## src/rtl/data_bus_sched.sv

```systemverilog
// Mode scheduler: host writes are shadowed and applied only on a sweep trig, followed by blanking; auto mode alternates MTI/NV phases.
// Define SIM_PATTERN_EN to enable the 8-bit LFSR simulated-data source (data_source/simulate tie to 0 otherwise).
module data_bus_sched #(
  parameter int GUARD_CYC = 4,
  parameter int CNT_W     = 4
) (
  input  logic             clk,
  input  logic             rst_n,
  input  logic             trig,
  input  logic             cfg_wr,
  input  logic             cfg_nv,
  input  logic             cfg_mti,
  input  logic             cfg_auto,
  input  logic             cfg_src,
  input  logic [CNT_W-1:0] cfg_n_mti,
  input  logic [CNT_W-1:0] cfg_n_nv,
  output logic             cfg_ack,
  output logic             mode_nv,
  output logic             mode_mti_nv,
  output logic             mode_auto,
  output logic             auto,
  output logic             data_source,
  output logic             simulate,
  output logic             blank,
  output logic [CNT_W-1:0] sweep_cnt
);

  typedef enum logic [1:0] {WAIT_TRIG, RUN, GUARD} state_t;

  localparam logic [3:0]       GUARD_LAST = 4'(GUARD_CYC - 1);
  localparam logic [CNT_W-1:0] CNT_ONE    = CNT_W'(1);

  state_t           state;
  logic [3:0]       guard_cnt;
  logic             pending;
  logic             phase;
  logic             sh_nv, sh_mti, sh_auto, sh_src;
  logic [CNT_W-1:0] sh_n_mti, sh_n_nv;
  logic [CNT_W-1:0] n_mti_act, n_nv_act;

  logic apply, next_auto, at_last, phase_flip;

  // Last sweep index of a phase; a programmed length of 0 behaves as 1.
  function automatic logic [CNT_W-1:0] last_idx(input logic [CNT_W-1:0] n);
    return (n == '0) ? '0 : n - CNT_ONE;
  endfunction

  // A trig applies the shadow as it stood before any coincident write.
  always_comb begin
    apply      = trig && pending;
    next_auto  = apply ? sh_auto : mode_auto;
    at_last    = sweep_cnt >= last_idx(phase ? n_mti_act : n_nv_act);
    phase_flip = trig && mode_auto && next_auto && at_last;
  end

  assign auto = mode_auto & phase;

  always_ff @(posedge clk or negedge rst_n) begin
    if (!rst_n) begin
      cfg_ack  <= 1'b0;
      pending  <= 1'b0;
      sh_nv    <= 1'b0;
      sh_mti   <= 1'b0;
      sh_auto  <= 1'b0;
      sh_src   <= 1'b0;
      sh_n_mti <= '0;
      sh_n_nv  <= '0;
    end else begin
      cfg_ack <= cfg_wr;
      if (cfg_wr) begin
        sh_nv    <= cfg_nv;
        sh_mti   <= cfg_mti;
        sh_auto  <= cfg_auto;
        sh_src   <= cfg_src;
        sh_n_mti <= cfg_n_mti;
        sh_n_nv  <= cfg_n_nv;
        pending  <= 1'b1;
      end else if (trig) begin
        pending <= 1'b0;
      end
    end
  end

  always_ff @(posedge clk or negedge rst_n) begin
    if (!rst_n) begin
      mode_nv     <= 1'b0;
      mode_mti_nv <= 1'b0;
      mode_auto   <= 1'b0;
      n_mti_act   <= '0;
      n_nv_act    <= '0;
    end else if (apply) begin
      mode_nv     <= sh_nv;
      mode_mti_nv <= sh_mti;
      mode_auto   <= sh_auto;
      n_mti_act   <= sh_n_mti;
      n_nv_act    <= sh_n_nv;
    end
  end

  // Auto sequencer: a sweep counts only when auto was already running and stays on.
  always_ff @(posedge clk or negedge rst_n) begin
    if (!rst_n) begin
      phase     <= 1'b1;
      sweep_cnt <= '0;
    end else if (trig) begin
      if (mode_auto && next_auto) begin
        if (at_last) begin
          phase     <= ~phase;
          sweep_cnt <= '0;
        end else begin
          sweep_cnt <= sweep_cnt + CNT_ONE;
        end
      end else begin
        phase     <= 1'b1;
        sweep_cnt <= '0;
      end
    end
  end

  always_ff @(posedge clk or negedge rst_n) begin
    if (!rst_n) begin
      state     <= WAIT_TRIG;
      guard_cnt <= '0;
      blank     <= 1'b1;
    end else begin
      case (state)
        WAIT_TRIG: begin
          if (trig) begin
            state     <= GUARD;
            guard_cnt <= '0;
            blank     <= 1'b1;
          end
        end
        RUN: begin
          if (trig && (pending || phase_flip)) begin
            state     <= GUARD;
            guard_cnt <= '0;
            blank     <= 1'b1;
          end
        end
        GUARD: begin
          if (trig) begin
            guard_cnt <= '0;
          end else if (guard_cnt == GUARD_LAST) begin
            state <= RUN;
            blank <= 1'b0;
          end else begin
            guard_cnt <= guard_cnt + 4'd1;
          end
        end
        default: begin
          state     <= WAIT_TRIG;
          guard_cnt <= '0;
          blank     <= 1'b1;
        end
      endcase
    end
  end

`ifdef SIM_PATTERN_EN
  logic [7:0] lfsr;

  // Fibonacci LFSR x^8+x^6+x^5+x^4+1, shifting toward bit 0; restarted by every trig.
  always_ff @(posedge clk or negedge rst_n) begin
    if (!rst_n) begin
      lfsr        <= 8'h01;
      data_source <= 1'b0;
    end else begin
      if (trig) lfsr <= 8'h01;
      else      lfsr <= {lfsr[0] ^ lfsr[2] ^ lfsr[3] ^ lfsr[4], lfsr[7:1]};
      if (apply) data_source <= sh_src;
    end
  end

  assign simulate = data_source & lfsr[0];
`else
  logic unused_src;

  assign unused_src  = sh_src;
  assign data_source = 1'b0;
  assign simulate    = 1'b0;
`endif

endmodule

```

## config.mk

```make
export PLATFORM = sky130hd
export DESIGN_NAME = data_bus_sched
export DESIGN_NICKNAME = d
export VERILOG_FILES = /design/src/rtl/data_bus_sched.sv
export SDC_FILE = /design/constraint.sdc
export NUM_CORES = 1
export LEC_CHECK = 0
export CORE_MARGIN = 5
export CORE_UTILIZATION = 40
export CTS_BUF_LIST = sky130_fd_sc_hd__clkbuf_4 sky130_fd_sc_hd__clkbuf_8 sky130_fd_sc_hd__clkbuf_16
export DETAILED_ROUTE_END_ITERATION = 6
export PLACE_DENSITY = 0.73
export SKIP_LAST_GASP = 1
export SLEW_MARGIN = 25
export SYNTH_ARGS = -nofsm -noshare
export SYNTH_HDL_FRONTEND = slang
export SYNTH_SLANG_ARGS = --single-unit
```

## constraint.sdc

```tcl
create_clock -name clk -period 2.64 [get_ports clk]
set_input_delay 0.792 -clock clk [delete_from_list [all_inputs] [get_ports clk]]
set_output_delay 0.792 -clock clk [all_outputs]
set_load 0.005 [all_outputs]
```

=== Word-level counts from Yosys, hierarchy flattened ===
Cells that the tools add are included.

* Add/sub/neg operators: 3
* Multipliers: 0
* Divide/modulo/power cells: 0
* Magnitude comparators: 1
* Equal/unequal tests: 9
* Shift operators: 0
* Multiplexer cells: 24
* Bitwise logic cells: 2
* Reduce and logical (&&, ||, !) cells: 13

{| class="wikitable"
|+ Operators by type and width
! cell !! count
|-
| 4-bit 2-to-1 mux || 8
|-
| 4-bit one-hot mux with 3 select lines || 1
|-
| 2-bit inequality test, second input constant || 5
|-
| 1-bit 2-to-1 mux || 9
|-
| 4-bit by 1-bit adder with 4-bit output, second input constant || 2
|-
| 2-bit 2-to-1 mux || 4
|-
| 1-bit logical AND || 6
|-
| 2-bit one-hot mux with 3 select lines || 1
|-
| 4-bit by 2-bit equality test with 1-bit output, second input constant || 1
|-
| 4-bit >= comparator || 1
|-
| 4-bit logical NOT || 1
|-
| 4-bit AND reduction || 1
|-
| 4-bit by 1-bit subtractor with 4-bit output, second input constant || 1
|-
| 3-bit inequality test, second input constant || 1
|-
| 1-bit one-hot mux with 3 select lines || 1
|-
| 3-bit AND reduction || 1
|-
| 2-bit by 1-bit equality test with 1-bit output, second input constant || 1
|-
| 2-bit equality test, second input constant || 1
|-
| 2-bit logical NOT || 1
|-
| 2-bit AND reduction || 1
|-
| 2-bit nonzero test || 1
|-
| 1-bit AND || 1
|-
| 1-bit logical OR || 1
|-
| 1-bit inverter || 1
|}

* Register bits after elaboration: 36
* Latch bits: 0
* RAM bits: 0
* Bits in read-only memories: 0
* Bits of input ports: 16
* Output and inout port bits: 12
* Word-level logic and storage cells: 69
* Memories kept: 0

=== Depth between registers and ports, before layout ===
* Depth after elaboration: 9
* Mapped depth: 9
* Depth with buffers taken out: 9

=== Worst setup path after synthesis ===
Ideal clock, no wire load.

* Kind: register to register
* Start: register n_nv_act[2]
* End: register blank
* Arrival time: 2.111 ns
* Data required time: 2.561 ns
* Setup slack: 0.450 ns
* Stages on the path, launching flop included: 9
* Buffers on the path: 0
* Clock period less this slack: 2.190 ns
* Cell sequence: dfrtp_1 > or4b_1 > a21oi_1 > a21oi_1 > ha_1 > o21ai_1 > nor2b_1 > o31ai_1 > o211a_1

* Longest elaborated chain between the ends: 9
* Elaborated cells on any way between the ends: 10
* Those cells by class: add/sub: 1; order compare: 1; eq/ne: 1; mux: 2; reduce/logical: 5

{| class="wikitable"
|+ Ends and longest elaborated chain
! element !! line !! RTL
|-
| start, declared || 39 || <nowiki>logic [CNT_W-1:0] n_mti_act, n_nv_act;</nowiki>
|-
| start signal, assigned || 96 || <nowiki>n_nv_act <= sh_n_nv;</nowiki>
|-
| 4-bit 2-to-1 mux (*) || 52 || <nowiki>at_last = sweep_cnt >= last_idx(phase ? n_mti_act : n_nv_act);</nowiki>
|-
| 4-bit by 1-bit subtractor with 4-bit output or 4-bit logical NOT (tied branches) || 45 || <nowiki>return (n == '0) ? '0 : n - CNT_ONE;</nowiki>
|-
| 4-bit 2-to-1 mux (*) || 45 ||
|-
| 4-bit >= comparator (*) || 52 ||
|-
| 1-bit logical AND (*) || 53 || <nowiki>phase_flip = trig && mode_auto && next_auto && at_last;</nowiki>
|-
| 1-bit logical OR (*) || 135 || <nowiki>if (trig && (pending || phase_flip)) begin</nowiki>
|-
| 1-bit logical AND (*) || 135 ||
|-
| 2-bit inequality test (no line) (*) || - ||
|-
| 4-bit AND reduction (no line) (*) || - ||
|-
| end signal, assigned || 131 || <nowiki>blank <= 1'b1;</nowiki>
|-
| end signal, assigned || 138 || <nowiki>blank <= 1'b1;</nowiki>
|-
| end signal, assigned || 146 || <nowiki>blank <= 1'b0;</nowiki>
|-
| end, declared || 24 || <nowiki>output logic blank,</nowiki>
|}

Every way passes the cells marked *; elsewhere a longest branch is shown, timed or not.
A chain may end at the register's enable or synchronous reset.

=== Worst setup path after layout ===
* Start: register phase
* End: output auto

* Longest elaborated chain between the ends: 1

{| class="wikitable"
|+ Ends and longest elaborated chain
! element !! line !! RTL
|-
| start, declared || 36 || <nowiki>logic phase;</nowiki>
|-
| start signal, assigned || 108 || <nowiki>phase <= ~phase;</nowiki>
|-
| 1-bit AND || 56 || <nowiki>assign auto = mode_auto & phase;</nowiki>
|-
| end, declared || 21 || <nowiki>output logic auto,</nowiki>
|}

No other way between the ends.

==> out/results.ini <==
[run_status]
status=finished clean

[final_layout]
nets=218
area_delta_synth_final_pct=22.1
layout_commonest_cell=dfrtp_1
antennaDiodeCount=0
finalInstanceArea_mm2=0.00227
stdcell_count=249
layout_common_cells=34 x dfrtp_1, 24 x clkdlybuf4s50_1, 11 x mux2_1, 11 x mux2_2, 10 x nor2_1
drive_gt1_frac=0.157

[placed_design]
placed_cell_area_mm2=0.00215
place_inst=241
io_buffer_count=24
dp_hpwl_um=2510
place_congestion=0.770

[floorplanning]
dieArea_mm2=0.00610
ios=28
core_area_mm2=0.00441
start_util=0.420
num_rows=24
die_x_um=78.1
die_h_um=78.1

[sta]
fmax_ghz=0.418
fin_crit_sh=0.906
fin_skew_ns=0.00275
worst_slew_margin_rel=0.618
finalCriticalPeriod_ns=2.39
fin_hold_ws_ns=0.483
finalSetupViolCount=0
rsz0062_at_grt=no
tightest_slew_ns=0.572
timing.final.max_slew_violations=0
finalHoldViolCount=0
fin_setup_tns_ns=0

[global_routing]
grt_max_degree=37
antenna_found_initial=0
grt_usage=0.125
grt_pass1_wl_um=6180
overflow=0
grt_pass1_vias=1297

[logic_synthesis]
ys_seq_elements=36
netlist_area_mm2=0.00186
synthArstFlopShare=1.00
synthCells=167
syn_avg_cell_area_um2=11.1
yosysWarnings=0
seq_area_frac_synth=0.487
ys.flop_type=dfrtp_1
netlist-cell-type-count=48
synth_edf_count=0

[drt]
drcViolationCount=0
antenna_left=0
viasPerCell=5.32
drt_first_iter_violations=72
num_vias=1324
wire_per_inst_um=13.9
drt-total-wl_um=3470
first_pass_iters=4

[worst_setup_path]
crit_chain=and2_1 > clkdlybuf4s50_1
critical_path.startpoint_type=register
crit_fanout=12
end_kind=output port
arrival_ns=1.60
rrSetupSlack_ns=0.34
slowest_stage=dfstp_2
crit_type=register to output port
slowest_delay_ns=0.65
required_ns=1.85

[clock_network]
cts-buffers-inserted=5
cts_tree=yes
clockBufferDepth=2
cts_sinks=36
cts_hold_buffers=0
clkLatencyLatePin_ns=0.28
htreeDepth=2
root_buffer=clkbuf_8
clkTransAtPathRegs_ns=0.07

[power]
p_per_area_mw_per_mm2=817
p_leak_nw=0.945
power.total_mw=1.85
irDropWorstVdd_uv=385

[min_path]
hold_path.class=register to register

[run]
cap_violations=0

## power by group
| part | switching (mW) | internal, mW |
|---|---|---|
| Combinational | 0.281 | 0.301 |
| Clock | 0.200 | 0.279 |
| Sequential | 0.130 | 0.659 |
## critical path, delay by kind of cell (launching register included)
family                 cells  cell delay (ns)
DFF                        1             0.65
buffers and inverters      1             0.51
and+or+nand+nor            1             0.16
## flip-flops by register name, indices dropped and copies added, names as in the netlist
signal       count
sweep_cnt        4
pending          1
state            2
mode_nv          1
n_nv_act         4
mode_mti_nv      1
sh_auto          1
cfg_ack          1
sh_mti           1
sh_n_nv          4
sh_n_mti         4
sh_nv            1
n_mti_act        4
guard_cnt        4
phase            1
mode_auto        1
blank            1
## per-stage QoR
| step | utilization | setup slack, ns |
|---|---|---|
| after global routing | 0.513 | 0.102 |
| final | 0.513 | 0.249 |
| after floorplan | - | 0.450 |
| after CTS | 0.513 | 0.226 |
| after global placement | 0.488 | 0.231 |
| after detailed placement | 0.488 | 0.221 |
## per-layer routing
layer | wire [um] | GRT usage | part of all wire
met2 | 1560 | 0.190 | 0.45
met1 | 1700 | 0.166 | 0.49
met3 | 171 | 0.0366 | 0.049
met4 | 43 | 0.0557 | 0.012
met5 | 0 | 0 | 0
## final cells by class
cell class / count / area, um2
Fill cell: 405 / 2150
Sequential cell: 36 / 903
Multi-Input combinational cell: 117 / 890
Timing Repair Buffer: 27 / 263
Clock buffer: 5 / 68.8
Tap cell: 52 / 65.1
Clock inverter: 3 / 42.5
Inverter: 9 / 33.8
## kinds of logic (layout without fill, tap and decap cells)
kind of cell | Yosys count | in the layout | synth area share
compound gates | 44 | 44 | 0.164
simple gates | 43 | 43 | 0.136
flops | 36 | 36 | 0.487
mux | 22 | 22 | 0.134
buf+inv | 15 | 44 | 0.0371
fa+ha+maj | 6 | 6 | 0.0405
other cells | 1 | 2 | 0.00202
## Yosys cell counts (4+ instances only)
master | n | area, um2
dfrtp_1 | 34 | 851
mux2_1 | 11 | 124
mux2_2 | 11 | 124
nor2_1 | 10 | 37.5
nand2_1 | 8 | 30.0
o21ai_0 | 7 | 35.0
ha_1 | 6 | 75.1
inv_1 | 6 | 22.5
nor3_1 | 6 | 30.0
o21ai_1 | 6 | 30.0
a21oi_1 | 5 | 25.0
a31oi_1 | 4 | 25.0
## worst paths after layout
path                        startpoint           end  cells after the start
hold reg to reg             sh_n_nv[3]   n_nv_act[3]                      1
setup / recovery                 phase          auto                      2
max in group asynchronous        rst_n         blank                      2
min in group asynchronous        rst_n  sweep_cnt[1]                      2
hold / removal              sh_n_nv[3]   n_nv_act[3]                      1
setup reg to reg           n_nv_act[2]         blank                      8
## what timing repair did
action	CTS	global route
resized for setup	0	1
endpoints found under the setup margin	0	5
buffers inserted	0	0
Power figures use the tool's default switching activity.
